--- src/rtl/repeat_ec_sched.sv ---
// Scheduler for "lhs = repeat(n) @(posedge clk) rhs": the rhs is sampled when the
// request is accepted and committed to out_data n edges later. Up to DEPTH commits can be pending.
module repeat_ec_sched #(
  parameter int unsigned W     = 8,
  parameter int unsigned CW    = 8,
  parameter int unsigned DEPTH = 4
) (
  input  logic                         clk,
  input  logic                         rst,
  input  logic                         req_valid,
  output logic                         req_ready,
  input  logic [W-1:0]                 req_data,
  input  logic [CW-1:0]                req_count,
  output logic [W-1:0]                 out_data,
  output logic                         out_valid,
  output logic [$clog2(DEPTH+1)-1:0]   pending,
  output logic [7:0]                   collisions
);

  localparam int unsigned PW = $clog2(DEPTH + 1);
  localparam int unsigned RW = CW - 1;
  localparam int unsigned IW = (DEPTH > 1) ? $clog2(DEPTH) : 1;
  localparam int unsigned NW = $clog2(DEPTH + 2);

  logic [DEPTH-1:0] r_vld;
  logic [W-1:0]     r_data  [DEPTH];
  logic [RW-1:0]    r_rem   [DEPTH];
  logic [DEPTH-1:0] r_older [DEPTH];  // r_older[i][j]: slot i was accepted before slot j
  logic [PW-1:0]    r_pending;
  logic [W-1:0]     r_out_data;
  logic             r_out_valid;
  logic [7:0]       r_coll;

  logic             w_accept;
  logic             w_immediate;
  logic             w_alloc;
  logic [DEPTH-1:0] w_mature;
  logic [IW-1:0]    w_free_idx;
  logic             w_free_found;
  logic [IW-1:0]    w_win_idx;
  logic             w_win_found;
  logic             w_newest;
  logic [NW-1:0]    w_nmat;
  logic [NW-1:0]    w_ncommit;
  logic [PW-1:0]    w_pending_nxt;
  logic [8:0]       w_coll_sum;

  assign req_ready  = (r_pending < PW'(DEPTH));
  assign out_data   = r_out_data;
  assign out_valid  = r_out_valid;
  assign pending    = r_pending;
  assign collisions = r_coll;

  // Acceptance, maturity, slot choice and same-edge arbitration (newest wins)
  always_comb begin
    w_accept     = req_valid && req_ready;
    w_immediate  = w_accept && (req_count[CW-1] || (req_count == '0));
    w_alloc      = w_accept && !w_immediate;
    w_mature     = '0;
    w_free_idx   = '0;
    w_free_found = 1'b0;
    w_win_idx    = '0;
    w_win_found  = 1'b0;
    w_newest     = 1'b0;
    w_nmat       = '0;
    for (int i = 0; i < int'(DEPTH); i++) begin
      w_mature[i] = r_vld[i] && (r_rem[i] == RW'(1));
      w_nmat      = w_nmat + NW'(w_mature[i]);
      if (!r_vld[i] && !w_free_found) begin
        w_free_found = 1'b1;
        w_free_idx   = IW'(i);
      end
    end
    for (int i = 0; i < int'(DEPTH); i++) begin
      w_newest = w_mature[i];
      for (int j = 0; j < int'(DEPTH); j++) begin
        if (j != i && w_mature[j] && !r_older[j][i]) w_newest = 1'b0;
      end
      if (w_newest) begin
        w_win_found = 1'b1;
        w_win_idx   = IW'(i);
      end
    end
    w_ncommit     = w_nmat + NW'(w_immediate);
    w_pending_nxt = r_pending + PW'(w_alloc) - PW'(w_nmat);
    w_coll_sum    = 9'(r_coll) + 9'(w_ncommit) - 9'd1;
  end

  always_ff @(posedge clk) begin
    if (rst) begin
      r_vld       <= '0;
      r_pending   <= '0;
      r_out_data  <= '0;
      r_out_valid <= 1'b0;
      r_coll      <= '0;
      for (int i = 0; i < int'(DEPTH); i++) begin
        r_data[i]  <= '0;
        r_rem[i]   <= '0;
        r_older[i] <= '0;
      end
    end else begin
      for (int i = 0; i < int'(DEPTH); i++) begin
        if (w_mature[i])   r_vld[i] <= 1'b0;
        else if (r_vld[i]) r_rem[i] <= r_rem[i] - RW'(1);
      end
      // A slot freed at this edge is still valid in r_vld, so it cannot be reused until next edge
      if (w_alloc && w_free_found) begin
        r_vld[w_free_idx]   <= 1'b1;
        r_data[w_free_idx]  <= req_data;
        r_rem[w_free_idx]   <= req_count[RW-1:0];
        r_older[w_free_idx] <= '0;
        for (int j = 0; j < int'(DEPTH); j++) begin
          if (IW'(j) != w_free_idx) r_older[j][w_free_idx] <= 1'b1;
        end
      end
      r_pending   <= w_pending_nxt;
      r_out_valid <= (w_ncommit != '0);
      if (w_immediate)      r_out_data <= req_data;
      else if (w_win_found) r_out_data <= r_data[w_win_idx];
      if (w_ncommit > NW'(1)) r_coll <= w_coll_sum[8] ? 8'hFF : w_coll_sum[7:0];
    end
  end

endmodule
--- config.mk ---
export PLATFORM = sky130hd
export DESIGN_NAME = repeat_ec_sched
export DESIGN_NICKNAME = d
export VERILOG_FILES = /design/src/rtl/repeat_ec_sched.sv
export SDC_FILE = /design/constraint.sdc
export NUM_CORES = 1
export LEC_CHECK = 0
export ABC_CLOCK_PERIOD_IN_PS = 6500
export CAP_MARGIN = 15
export CELL_PAD_IN_SITES_DETAIL_PLACEMENT = 0
export CELL_PAD_IN_SITES_GLOBAL_PLACEMENT = 2
export CORE_MARGIN = 8
export CORE_UTILIZATION = 42
export DETAILED_ROUTE_END_ITERATION = 16
export PLACE_DENSITY = 0.87
export SLEW_MARGIN = 20
export SYNTH_ARGS = -nofsm -noshare
export SYNTH_HDL_FRONTEND = slang
export SYNTH_SLANG_ARGS = --single-unit
export TNS_END_PERCENT = 50
--- constraint.sdc ---
create_clock -name clk -period 6.5 [get_ports clk]
set_input_delay 0.65 -clock clk [delete_from_list [all_inputs] [get_ports clk]]
set_output_delay 0.65 -clock clk [all_outputs]
set_load 0.02 [all_outputs]
After elaboration in Yosys (flattened, before gate mapping)
Memory sizes are Yosys's and may differ from the RTL's.
Index checks and enable logic that the tools add are counted.
W data, S select, Z words.

word-level totals
  register bits after elaboration = 24
  RAM bits = 76
  input port bits = 19
  logic and storage cells = 200
  memories kept = 3

cells by class
  add/subtract/negate cells = 12
  $lt $le $gt $ge = 4
  equality and inequality tests = 7
  multiplexer cells = 100
  bitwise gates (word level) = 21
  reductions and logical operators = 48

memories
  name     depth  bits a word  read ports  clocked after Yosys merged registers in  write ports  line  source
  r_data   4      8            1           0                                        4            26    logic [W-1:0] r_data [DEPTH];
  r_rem    4      7            4           0                                        5            27    logic [RW-1:0] r_rem [DEPTH];
  r_older  4      4            4           0                                        5            28    logic [DEPTH-1:0] r_older [DEPTH];

operators by type and width
  cell                   count
  $mux W1                81
  $mux W8                4
  $eq A7 B1 Y1 const B   4
  $mux W7                4
  $sub A7 B1 Y7 const B  4
  $logic_and A1 B1 Y1    24
  $mux W4                5
  $or A1 B1 Y1           20
  $logic_not A1 Y1       18
  $mux W2                5
  $add A3 B1 Y3          3
  $add A8 B3 Y9          1
  $sub A9 B1 Y9 const B  1
  $logic_not A8 Y1       1
  $reduce_or A8 Y1       1
  $ne A2 B2 Y1 const A   2
  $or A4 B4 Y4           1
  $reduce_bool A2 Y1     2
  $add A2 B1 Y3          1
  $gt A3 B1 Y1 const B   1
  $lt A2 B3 Y1 const B   1
  $lt A3 B3 Y1 const B   1
  $reduce_bool A3 Y1     1
  $sub A3 B3 Y3          1
  5 further kinds        5

Logic depth before layout (Yosys ltp)
  depth after elaboration = 15
  depth in mapped cells = 21

Worst setup path before layout
Ideal clock, no wire load.

  path kind = register -> register
  start point = memory r_rem[0][3] (netlist bit)
  end point = register r_coll[7] (netlist: collisions[7])
  setup time = 0.091 ns
  arrival time = 4.229 ns
  setup slack = 2.180 ns
  stages on the path, launching flop included = 19
  buffers on the path = 0
  cell sequence = edfxtp_1 nor4_2 and4b_1 fa_1 ha_1 ha_1 inv_1 fa_1 ha_1 inv_1 ha_1 inv_1 fa_1 inv_1 a21o_1 a21oi_1 o21ai_0 xnor2_1 a311oi_1

RTL lines
  item                  line  source
  start, declared       27
  end signal, assigned  120   if (w_ncommit > NW'(1)) r_coll <= w_coll_sum[8] ? 8'hFF : w_coll_sum[7:0];
  end, declared         32    logic [7:0] r_coll;

==> results.tsv <==
stage	metric	value	unit
outcome	status	finished clean	
synth	mapped cell area	5145	um2
worst_setup_path	CP max FO	6	
synth	Post-Syn Instances	485	
cells_and_area	final std cells w/o fill	675	
route	ANT nets after route	0	
clocking	CTS hold repair buffers	0	
synth	combinational family with the most area after synthesis	simple AND/OR/NAND/NOR gates	
die	CORE AREA	12010	um2
clocking	CTS Buffer Depth	2	
power	Pwr per Cell Area	239.5	nW/um2
die	I/O pin cnt	40	
clocking	Clk Latency, worst-skew pair	0.36	ns
worst_hold_path	hold-critical path depth	2	
sta	final worst-path cycle share	73.40	%
clocking	Post-CTS Setup Bufs	0	
worst_setup_path	crit end category	register	
route	1st-iter DRT viols	202	
global_route	vias in the first global route	3661	
route	DRC Markers	0	
synth	post-synthesis register bit count	96	
sta	Worst Skew	0.009866	ns
worst_hold_path	worst hold start	r_older[3][1]	
clocking	CTS tree	done	
die	Starting Density	42.83	%
synth	share of the synthesized area in the top cell type	35.02	%
route	TritonRoute pass-1 iters	5	
clocking	CTS Buf Count	9	
route	Vias/cell	5.327	
die	chip width	126.7	um
synth	Synth area leaders	edfxtp_1, dfxtp_1, ha_1	
sta	worst rel slew slack	54.97	%
clocking	H-Tree Depth	3	
placement	Post-DP HPWL	8786	um
sta	worst-margin pin slew	0.6707	ns
cells_and_area	flip-flop and latch area	2522	um2
worst_setup_path	Crit Path Class	reg2reg	
synth	Cell variety after synth	61	
cells_and_area	post-synthesis to final-layout area growth	16.44	%
power	Pleak	2.368	nW
cells_and_area	Final #Nets	569	
placement	# port buffers	39	
cells_and_area	multi-input logic area	2391	um2
cells_and_area	Filler cells	1126	
global_route	first-pass GRT wire length	19390	um
synth	Synth Area in Simple Gates	20.40	%
worst_hold_path	Hold WC Path Type	reg2reg	
sta	f_max	0.2096	GHz
sta	setup TNS	0	ns
die	Die Y	126.7	um
flow_run	Max Cap Viol	0	
die	FP Rows	40	
clocking	clock sink count	96	
placement	placed cell count	659	
clocking	Root Buffer	clkbuf_16	
worst_setup_path	required time of the critical path	6.77	ns
power	maximum vdd drop	0.00009796	V
route	vias post-DR	3596	
worst_setup_path	startpoint types	register	
sta	Final Hold Viols	0	
synth	Syn Nets	531	
synth	Top FF cell, synth	edfxtp_1	
die	die area	16050	um2
global_route	global route overflow	0	
clocking	post-cts sizing count	0	
synth	EDFF count, synth	60	
global_route	pin count of the biggest net entering global routing	31	
synth	Synth async-reset ratio	0	%
worst_setup_path	R2R cell count	18	
route	DR WL/cell	17.57	um
worst_setup_path	Reg-to-Reg Start	r_rem[0][3]	
clocking	CTS clk-pin slew, worst paths	0.07	ns
synth	register area share after synthesis	49.03	%
synth	synth warn	0	
synth	multiplexer share of the synthesized area	1.556	%
route	drt total wl	11860	um
sta	post-layout min period	4.771	ns
global_route	All-Layer GR Usage	15.57	%
cells_and_area	n_diodes	0	
synth	syn_area_per_cell	10.61	um2
synth	post-synth top area cell	edfxtp_1	
synth	post-synthesis xor/xnor area fraction	5.107	%
sta	final count of negative-setup-slack endpoints	0	
worst_setup_path	critical path data arrival time	5.04	ns
placement	GP Congestion	0.7844	
synth	complex-gate fraction of the synthesized area	12.26	%
cells_and_area	layout cells sized above 1	10.61	%
worst_setup_path	Critical path origin	r_rem[0][3]	
sta	unrepaired setup endpoints after global routing	no	
sta	Max Slew Vio Count	0	
synth	Post-Synth Adder-Cell Area	7.150	%
global_route	initial antenna violation count	0	
registers in the layout, summed over array words and instances (netlist names):
register / flops
collisions: 8
r_rem: 28
out_valid: 1
pending: 3
r_data: 32
r_vld: 4
r_older: 12
out_data: 8
area by class of cell:
| cell class | count | share of cell area, % |
|---|---|---|
| Inverter | 40 | 2.527 |
| Sequential cell | 96 | 42.11 |
| Tap cell | 147 | 3.070 |
| Multi-Input combinational cell | 332 | 39.91 |
| Timing Repair Buffer | 44 | 7.143 |
| Clock inverter | 6 | 1.253 |
| Clock buffer | 10 | 3.989 |
per-layer routing:
| layer | wire length (um) | track usage (%) | share of wire, % | up-vias |
|---|---|---|---|---|
| li1 | - | - | - | 1801 |
| met1 | 5310 | 19.49 | 45 | 1717 |
| met2 | 5796 | 25.25 | 49 | 64 |
| met3 | 533 | 4.315 | 4.5 | 14 |
| met4 | 216 | 5.528 | 1.8 | 0 |
| met5 | 0 | 0 | 0 | - |
worst max-delay path, stage by stage (launching register included):
cell	delay, ns
edfxtp_1	0.45
nor4_2	0.58
and4b_1	0.36
fa_1	0.42
ha_1	0.33
ha_1	0.20
inv_1	0.06
fa_1	0.47
ha_1	0.30
inv_1	0.06
ha_1	0.16
inv_1	0.06
fa_1	0.39
inv_1	0.07
a21o_1	0.11
a21oi_1	0.08
o21ai_0	0.23
xnor2_1	0.09
a311oi_1	0.26
layout by cell type (no fill, tap or decap), types with 4 or more instances in the layout:
master / instances
a21o_1: 11
a21oi_1: 9
a311oi_1: 7
a32o_2: 8
and2_1: 29
buf_4: 5
clkbuf_16: 9
clkdlybuf4s50_1: 39
dfxtp_1: 36
edfxtp_1: 60
fa_1: 4
ha_1: 23
inv_1: 38
mux2i_1: 8
nand2_1: 62
nand3b_1: 5
nand4b_1: 5
nor2_1: 25
nor3_1: 10
o21ai_0: 31
o221a_2: 7
or3_1: 8
xnor2_1: 16
xor2_1: 14
power breakdown:
part	internal, mW	switching, mW	total (mW)
clock	0.314	0.249	0.563
sequential	0.681	0.0237	0.704
combinational	0.0746	0.0929	0.167
total	1.07	0.365	1.43
kinds of logic after synthesis:
kind of cell,Yosys count
and+or+nand+nor,183
DFF,96
AOI/OAI and AO/OA,84
buffers and inverters,57
xor gates and xnor gates,30
adders and majority gates,27
muxes,8
cells in the mapped netlist, types with 2 or more instances:
cell type,number
inv_1,38
a311oi_1,7
and2_1,29
o21ai_0,31
nand2_1,62
o221a_2,7
a21o_1,11
nand2b_1,3
buf_1,2
a21oi_1,9
clkbuf_1,7
mux2i_1,8
nand3_1,3
or2_1,3
xor2_1,14
ha_1,23
a31oi_1,2
or2_2,3
nor4_4,2
a32o_2,8
o2111a_1,2
nor4_1,2
nor2b_1,2
buf_2,6
nand3b_1,5
xnor2_1,16
nand4b_1,5
nor3_1,10
or3_1,8
dfxtp_1,36
nor4bb_1,3
nor4_2,2
fa_1,4
nor3b_1,2
nor2_1,25
edfxtp_1,60
stage by stage:
step	instance area [um2]	utilization [%]	hold slack, ns	setup WS (ns)	power, mW
floorplan	5145	-	0.4137	2.180	0.8230
global placement	5677	47.26	0.4262	1.415	0.8842
detailed placement	5677	47.26	0.4324	1.362	0.8882
CTS	5991	49.88	0.4431	1.702	1.452
global route	5991	49.88	0.4591	1.367	1.498
finish	5991	49.88	0.4393	1.729	1.435
worst paths after layout:
kind / endpoint / slack (ns)
max reg2reg: collisions[7] / 1.73
min reg2reg: r_older[3][1] / 0.44
min: r_older[3][1] / 0.44
max: collisions[7] / 1.73
(Power assumes the default switching activity.)
